File: src/rtl/fetch_pkg.sv
// ============================================================================
//  Module      : fetch_pkg
//  Description : Fetch-stage types and constants shared by the PC register,
//                the IF/ID buffer and decode.
//  Revision    : 1.0 - initial release
// ============================================================================
`default_nettype none

package fetch_pkg;

    localparam int FETCH_W = 32;

    localparam logic [FETCH_W-1:0] PC_INCR  = 32'd4;
    localparam logic [FETCH_W-1:0] RESET_PC = 32'd0;

    typedef struct packed {
        logic [FETCH_W-1:0] pc;
        logic [FETCH_W-1:0] pc_plus4;
        logic [FETCH_W-1:0] instr;
    } fetch_entry_t;

    localparam fetch_entry_t RESET_ENTRY = '{pc: RESET_PC, pc_plus4: '0, instr: '0};

endpackage

`default_nettype wire

File: src/rtl/if_id_buffer_if.sv
// ============================================================================
//  Module      : if_id_buffer_if
//  Description : Fetch-side and decode-side valid/ready bundle of the IF/ID
//                buffer. master = stimulus/fetch+decode, slave = buffer.
//  Revision    : 1.0 - initial release
// ============================================================================
`default_nettype none

interface if_id_buffer_if #(
    parameter int AW = 32
);
    logic [AW-1:0] InPC;
    logic [AW-1:0] InInstr;
    logic          InValid;
    logic          InReady;
    logic [AW-1:0] OutPC;
    logic [AW-1:0] OutPCPlus4;
    logic [AW-1:0] OutInstr;
    logic          OutValid;
    logic          OutReady;

    modport master (
        output InPC, InInstr, InValid, OutReady,
        input  InReady, OutPC, OutPCPlus4, OutInstr, OutValid
    );

    modport slave (
        input  InPC, InInstr, InValid, OutReady,
        output InReady, OutPC, OutPCPlus4, OutInstr, OutValid
    );
endinterface

`default_nettype wire

File: src/rtl/if_id_fifo_mem.sv
// ============================================================================
//  Module      : if_id_fifo_mem
//  Description : DEPTH x fetch_entry_t storage, one write and one
//                asynchronous read port.
//  Revision    : 1.0 - initial release
// ============================================================================
`default_nettype none

module if_id_fifo_mem
    import fetch_pkg::*;
#(
    parameter int DEPTH = 2,
    parameter int PW    = 1
) (
    input  wire logic         Clk,
    input  wire logic         we,
    input  wire logic [PW-1:0] waddr,
    input  wire fetch_entry_t wdata,
    input  wire logic [PW-1:0] raddr,
    output fetch_entry_t      rdata
);

    fetch_entry_t r_mem [DEPTH];

    always_ff @(posedge Clk) begin
        if (we) begin
            r_mem[waddr] <= wdata;
        end
    end

    assign rdata = r_mem[raddr];

endmodule

`default_nettype wire

File: src/rtl/if_id_buffer.sv
// ============================================================================
//  Module      : if_id_buffer
//  Description : IF/ID decoupling FIFO with valid/ready handshake and flush.
//                Optional IFID_STATS_EN adds StallCount / FlushCount outputs.
//  Revision    : 1.0 - initial release
// ============================================================================
`default_nettype none

module if_id_buffer
    import fetch_pkg::*;
#(
    parameter int DEPTH = 2,
    parameter int AW    = 32
) (
    input  wire logic  Clk,
    input  wire logic  Reset,
    input  wire logic  Flush,
    if_id_buffer_if.slave bus
`ifdef IFID_STATS_EN
    ,
    output logic [31:0] StallCount,
    output logic [31:0] FlushCount
`endif
);

    localparam int           PW         = $clog2(DEPTH);
    localparam logic [PW:0]  FULL_COUNT = DEPTH[PW:0];

    logic [PW:0]   r_count;
    logic [PW-1:0] r_wr_ptr;
    logic [PW-1:0] r_rd_ptr;
    logic          r_valid;
    fetch_entry_t  r_head;

    logic          w_push;
    logic          w_pop;
    logic [PW:0]   w_remain;
    logic [PW:0]   w_next_count;
    logic [PW-1:0] w_next_rd;
    logic [AW-1:0] w_pc_plus4;
    fetch_entry_t  w_in_entry;
    fetch_entry_t  w_mem_rdata;

    assign bus.InReady    = (r_count != FULL_COUNT);
    assign bus.OutValid   = r_valid;
    assign bus.OutPC      = r_head.pc;
    assign bus.OutPCPlus4 = r_head.pc_plus4;
    assign bus.OutInstr   = r_head.instr;

    assign w_push       = bus.InValid & bus.InReady;
    assign w_pop        = r_valid & bus.OutReady;
    assign w_remain     = r_count - (PW+1)'(w_pop);
    assign w_next_count = w_remain + (PW+1)'(w_push);
    assign w_next_rd    = r_rd_ptr + PW'(w_pop);
    assign w_pc_plus4   = bus.InPC + AW'(PC_INCR);

    assign w_in_entry = '{pc: bus.InPC, pc_plus4: w_pc_plus4, instr: bus.InInstr};

    if_id_fifo_mem #(
        .DEPTH (DEPTH),
        .PW    (PW)
    ) u_mem (
        .Clk   (Clk),
        .we    (w_push & ~Flush),
        .waddr (r_wr_ptr),
        .wdata (w_in_entry),
        .raddr (w_next_rd),
        .rdata (w_mem_rdata)
    );

    // The head register is preloaded with the next head entry; when nothing
    // older remains, that is the word being pushed, which the memory cannot
    // return until after this edge.
    always_ff @(posedge Clk or negedge Reset) begin
        if (!Reset) begin
            r_count  <= '0;
            r_wr_ptr <= '0;
            r_rd_ptr <= '0;
            r_valid  <= 1'b0;
            r_head   <= RESET_ENTRY;
        end else if (Flush) begin
            r_count  <= '0;
            r_wr_ptr <= '0;
            r_rd_ptr <= '0;
            r_valid  <= 1'b0;
        end else begin
            r_count  <= w_next_count;
            r_wr_ptr <= r_wr_ptr + PW'(w_push);
            r_rd_ptr <= w_next_rd;
            r_valid  <= (w_next_count != '0);
            if (w_next_count != '0) begin
                r_head <= (w_remain == '0) ? w_in_entry : w_mem_rdata;
            end
        end
    end

`ifdef IFID_STATS_EN
    always_ff @(posedge Clk or negedge Reset) begin
        if (!Reset) begin
            StallCount <= '0;
            FlushCount <= '0;
        end else begin
            if (r_valid && !bus.OutReady && (StallCount != 32'hFFFF_FFFF)) begin
                StallCount <= StallCount + 32'd1;
            end
            if (Flush && (r_count != '0) && (FlushCount != 32'hFFFF_FFFF)) begin
                FlushCount <= FlushCount + 32'd1;
            end
        end
    end
`endif

endmodule

`default_nettype wire

File: src/flat_wrapper.sv
// flat-port wrapper written by rule: the top's interface ports become plain ports
module if_id_buffer_flat import fetch_pkg::*;
#(
    parameter int DEPTH = 2,
    parameter int AW    = 32
)
  (Clk, Reset, Flush, bus_InPC, bus_InInstr, bus_InValid, bus_OutReady, bus_InReady, bus_OutPC, bus_OutPCPlus4, bus_OutInstr, bus_OutValid);
  if_id_buffer_if #(.AW(AW)) bus_i ();
  input  wire logic Clk;
  input  wire logic Reset;
  input  wire logic Flush;
  input wire logic [$bits(bus_i.InPC)-1:0] bus_InPC;
  input wire logic [$bits(bus_i.InInstr)-1:0] bus_InInstr;
  input wire logic [$bits(bus_i.InValid)-1:0] bus_InValid;
  input wire logic [$bits(bus_i.OutReady)-1:0] bus_OutReady;
  output wire logic [$bits(bus_i.InReady)-1:0] bus_InReady;
  output wire logic [$bits(bus_i.OutPC)-1:0] bus_OutPC;
  output wire logic [$bits(bus_i.OutPCPlus4)-1:0] bus_OutPCPlus4;
  output wire logic [$bits(bus_i.OutInstr)-1:0] bus_OutInstr;
  output wire logic [$bits(bus_i.OutValid)-1:0] bus_OutValid;
  assign bus_i.InPC = bus_InPC;
  assign bus_i.InInstr = bus_InInstr;
  assign bus_i.InValid = bus_InValid;
  assign bus_i.OutReady = bus_OutReady;
  assign bus_InReady = bus_i.InReady;
  assign bus_OutPC = bus_i.OutPC;
  assign bus_OutPCPlus4 = bus_i.OutPCPlus4;
  assign bus_OutInstr = bus_i.OutInstr;
  assign bus_OutValid = bus_i.OutValid;
  if_id_buffer #(.DEPTH(DEPTH), .AW(AW)) u_core (.Clk(Clk), .Reset(Reset), .Flush(Flush), .bus(bus_i));
endmodule
File: config.mk
export PLATFORM = sky130hd
export DESIGN_NAME = if_id_buffer_flat
export DESIGN_NICKNAME = d
export VERILOG_FILES = /design/src/rtl/fetch_pkg.sv /design/src/rtl/if_id_buffer_if.sv /design/src/rtl/if_id_fifo_mem.sv /design/src/rtl/if_id_buffer.sv /design/src/flat_wrapper.sv
export SDC_FILE = /design/constraint.sdc
export NUM_CORES = 1
export LEC_CHECK = 0
export ABC_AREA = 1
export CAP_MARGIN = 40
export CORE_MARGIN = 2
export CORE_UTILIZATION = 25
export CTS_BUF_LIST = sky130_fd_sc_hd__clkbuf_16
export CTS_CLUSTER_DIAMETER = 150
export DETAILED_ROUTE_END_ITERATION = 10
export SLEW_MARGIN = 15
export SYNTH_ARGS = -nofsm -noshare
export SYNTH_HDL_FRONTEND = slang
export SYNTH_SLANG_ARGS = --single-unit
export TNS_END_PERCENT = 5
File: constraint.sdc
create_clock -name Clk -period 14.1 [get_ports Clk]
set_input_delay 3.525 -clock Clk [delete_from_list [all_inputs] [get_ports Clk]]
set_output_delay 3.525 -clock Clk [all_outputs]
set_load 0.03 [all_outputs]
==> results.txt <==
share of post-route cells with drive strength above 1 = 6.42%
highest fanout seen on the critical path = 50
GR Overflow Total = 0
Post-CTS Setup Bufs = 0
wire length of the first global-routing pass = 52,200 um
pin count of the biggest net entering global routing = 81
number of DRC markers in iteration 0 = 595
Critical Path End Type = register
Cell Rows = 81
LEAKAGE = 6.58 nW
number of sinks driven by the clock tree = 287
CTS H-tree lvls = 2
Cell Area, Placed = 14,900 um^2
Core Region = 49,100 um^2
area of the die = 51,500 um^2
post-route ant nets = 0
Final Max Slew Viols = 0
Routed Wire Length = 33,600 um
total buffers and inverters traversed by the critical path = 5
total negative slack = 0 ns
number of placed I/O pins = 167
Rel. slew slack = 44.9%
hold buffer count at CTS = 0
max incr delay on CP = 0.46 ns
Post-Route Skew = 0.00930 ns
TritonCTS clock tree = done
Hold Violations, Final = 0
initial antenna violation count = 0
result of the run = completed
share of synthesized area occupied by flip-flops and latches = 65.3%
type of the most critical hold path = register to register
worst hold slack after final layout = 0.474 ns
clock latency of the later-clocked register in the worst-skew pair = 0.53 ns
number of global-route vias before repair = 8,916
family with the most delay on the worst path = buffers and inverters
Most Frequent Cell on Critical Path = nand2_1
post-route total power = 3.77 mW
PortBufs = 166
min Tclk post-route = 5.94 ns
initial core utilization = 25.3%
Mapped Area = 12,400 um^2
Worst setup SP type = primary input
number of diodes added for antenna fixing = 0
number of instances in the synthesized netlist = 1,249
Initial DRT Pass Iterations = 5
total nets after synthesis = 1,321
Fmax = 168 MHz
die boundary height = 227 um
number of warnings reported in the yosys synthesis log = 0
total CTS buffers = 36
Overall Global Routing Usage = 13.3%
average detailed-routed wire length per instance = 16.0 um
CP Class = primary input to register
Worst VDD drop = 0.000121 V
slowest library cell on the worst path = buf_4
Resized cells post-CTS = 0
Vias = 9,070
number of buffers on the longest clock path = 3
synthesized area per cell = 9.95 um^2
Max-cap violations = 0
critical path, cell by cell = clkdlybuf4s50_1 > nand2_1 > inv_1 > ha_1 > inv_1 > ha_1 > nand3b_1 > nand2_1 > nand2_1 > nand2_4 > buf_4 > buf_16 > nor2_1 > nand2_1 > nand2_1
Setup Viol. Count Final = 0
Synth-to-Final Area Change = 29.1%
clock-pin slew on the worst setup and hold paths = 0.06 ns
final weighted congestion in routability-driven placement = 0.811
post-route fraction of the period consumed by the critical path = 42.1%
CP arrival = 6.36 ns
DR DRC count = 0
Layout Nets = 1,480
final core utilization = 32.7%
library cell used as clock root buffer = clkbuf_16
library cells used by synthesis = 30
horizontal die dimension = 227 um
flip-flop and latch count after synthesis = 287
finished layout cell area = 16,100 um^2
total half-perimeter wirelength after legalization and detailed placement = 21,700 um
required time reported for the critical path endpoint = 14.52 ns
total power per unit cell area = 235 nW/um^2
detail-routed via count per cell = 4.32
unrepaired setup endpoints after global routing = no
slew at the pin closest to its max-slew limit = 0.827 ns
flip-flops by register name, summed over array words and instances (netlist names):
signal                 cells
u_core.r_count             2
u_core.bus.OutInstr       32
u_core.bus.OutPCPlus4     32
u_core.bus.OutValid        1
u_core.bus.OutPC          30
u_core.u_mem.r_mem       188
u_core.r_wr_ptr            1
u_core.r_rd_ptr            1
worst min-delay path: stages (launching register included):
cell	delay [ns]
dfrtp_1	0.34
nand2_1	0.05
nand2_1	0.05
path summary, 6_finish.rpt:
kind,start,to,slack (ns),depth (start not counted)
worst max-delay path,bus_OutReady,u_core.bus.OutPCPlus4[19],8.16,15
worst min-delay path,u_core.bus.OutInstr[8],u_core.bus.OutInstr[8],0.47,2
worst max register to register,u_core.bus.OutValid,u_core.bus.OutPCPlus4[19],11.19,14
worst min register to register,u_core.bus.OutInstr[8],u_core.bus.OutInstr[8],0.47,2
max in group asynchronous,Reset,u_core.bus.OutPC[2],10.17,2
min in group asynchronous,Reset,u_core.bus.OutInstr[29],2.90,1
synth_stat cells (all sizes together):
library cell / number / area (um^2)
ha: 3 / 37.5
buf: 53 / 297
a21oi: 30 / 150
o21bai: 2 / 15.0
xnor2: 4 / 35.0
xor2: 2 / 17.5
clkbuf: 9 / 33.8
o21ai: 60 / 304
nand3b: 2 / 15.0
and2: 4 / 25.0
dfrtp: 99 / 2480
nand4: 1 / 6.26
nand3: 58 / 290
nor3: 1 / 5.00
nand2: 510 / 1940
nor2: 73 / 335
edfxtp: 188 / 5650
inv: 86 / 323
o211ai: 64 / 480
power breakdown:
group	switching, mW	total [mW]	internal [mW]
combinational	1.09	1.66	0.568
clock	0.359	0.909	0.551
sequential	0.0935	1.20	1.11
total	1.54	3.77	2.23
layer usage:
metal / GRT usage (%) / share of wire, % / vias up
met5: 0 / 0 / -
li1: - / - / 4460
met3: 3.61 / 6.5 / 44
met2: 21.9 / 47 / 239
met1: 17.2 / 44 / 4327
met4: 3.65 / 2.0 / 0
cell type report:
class,instances,area (um^2)
Sequential cell,287,8120
Timing Repair Buffer,183,1910
Tap cell,664,831
Fill cell,5063,33000
Clock buffer,37,926
Multi-Input combinational cell,814,3700
Clock inverter,27,238
Inverter,86,323
per-stage QoR:
stage	cells	setup WS [ns]
after floorplan	1249	3.40
after global placement	2026	7.52
after detailed placement	2033	7.61
after CTS	2097	8.18
after global routing	2098	7.87
final	2098	8.16
cells by family (layout without fill, tap and decap cells):
logic type,count (synthesis),after routing,synth area share [%]
adder cells (fa/ha/maj),3,3,0.302
XOR/XNOR,6,6,0.423
AND/OR/NAND/NOR,649,649,21.0
buffers and inverters,148,333,5.25
AO/OA/AOI/OAI,156,156,7.64
flip-flops,287,287,65.3
cell usage in the layout (no fill, tap or decap), types with 7 or more instances in the layout:
master,instances
clkdlybuf4s50_1,165
a21oi_1,30
clkbuf_16,37
clkinv_1,8
nor2_1,63
dfrtp_1,99
nand2_1,502
inv_1,89
edfxtp_1,188
nand3_1,57
o211ai_1,64
clkinv_2,7
o21ai_0,55
buf_4,11
(Power assumes the default switching activity.)
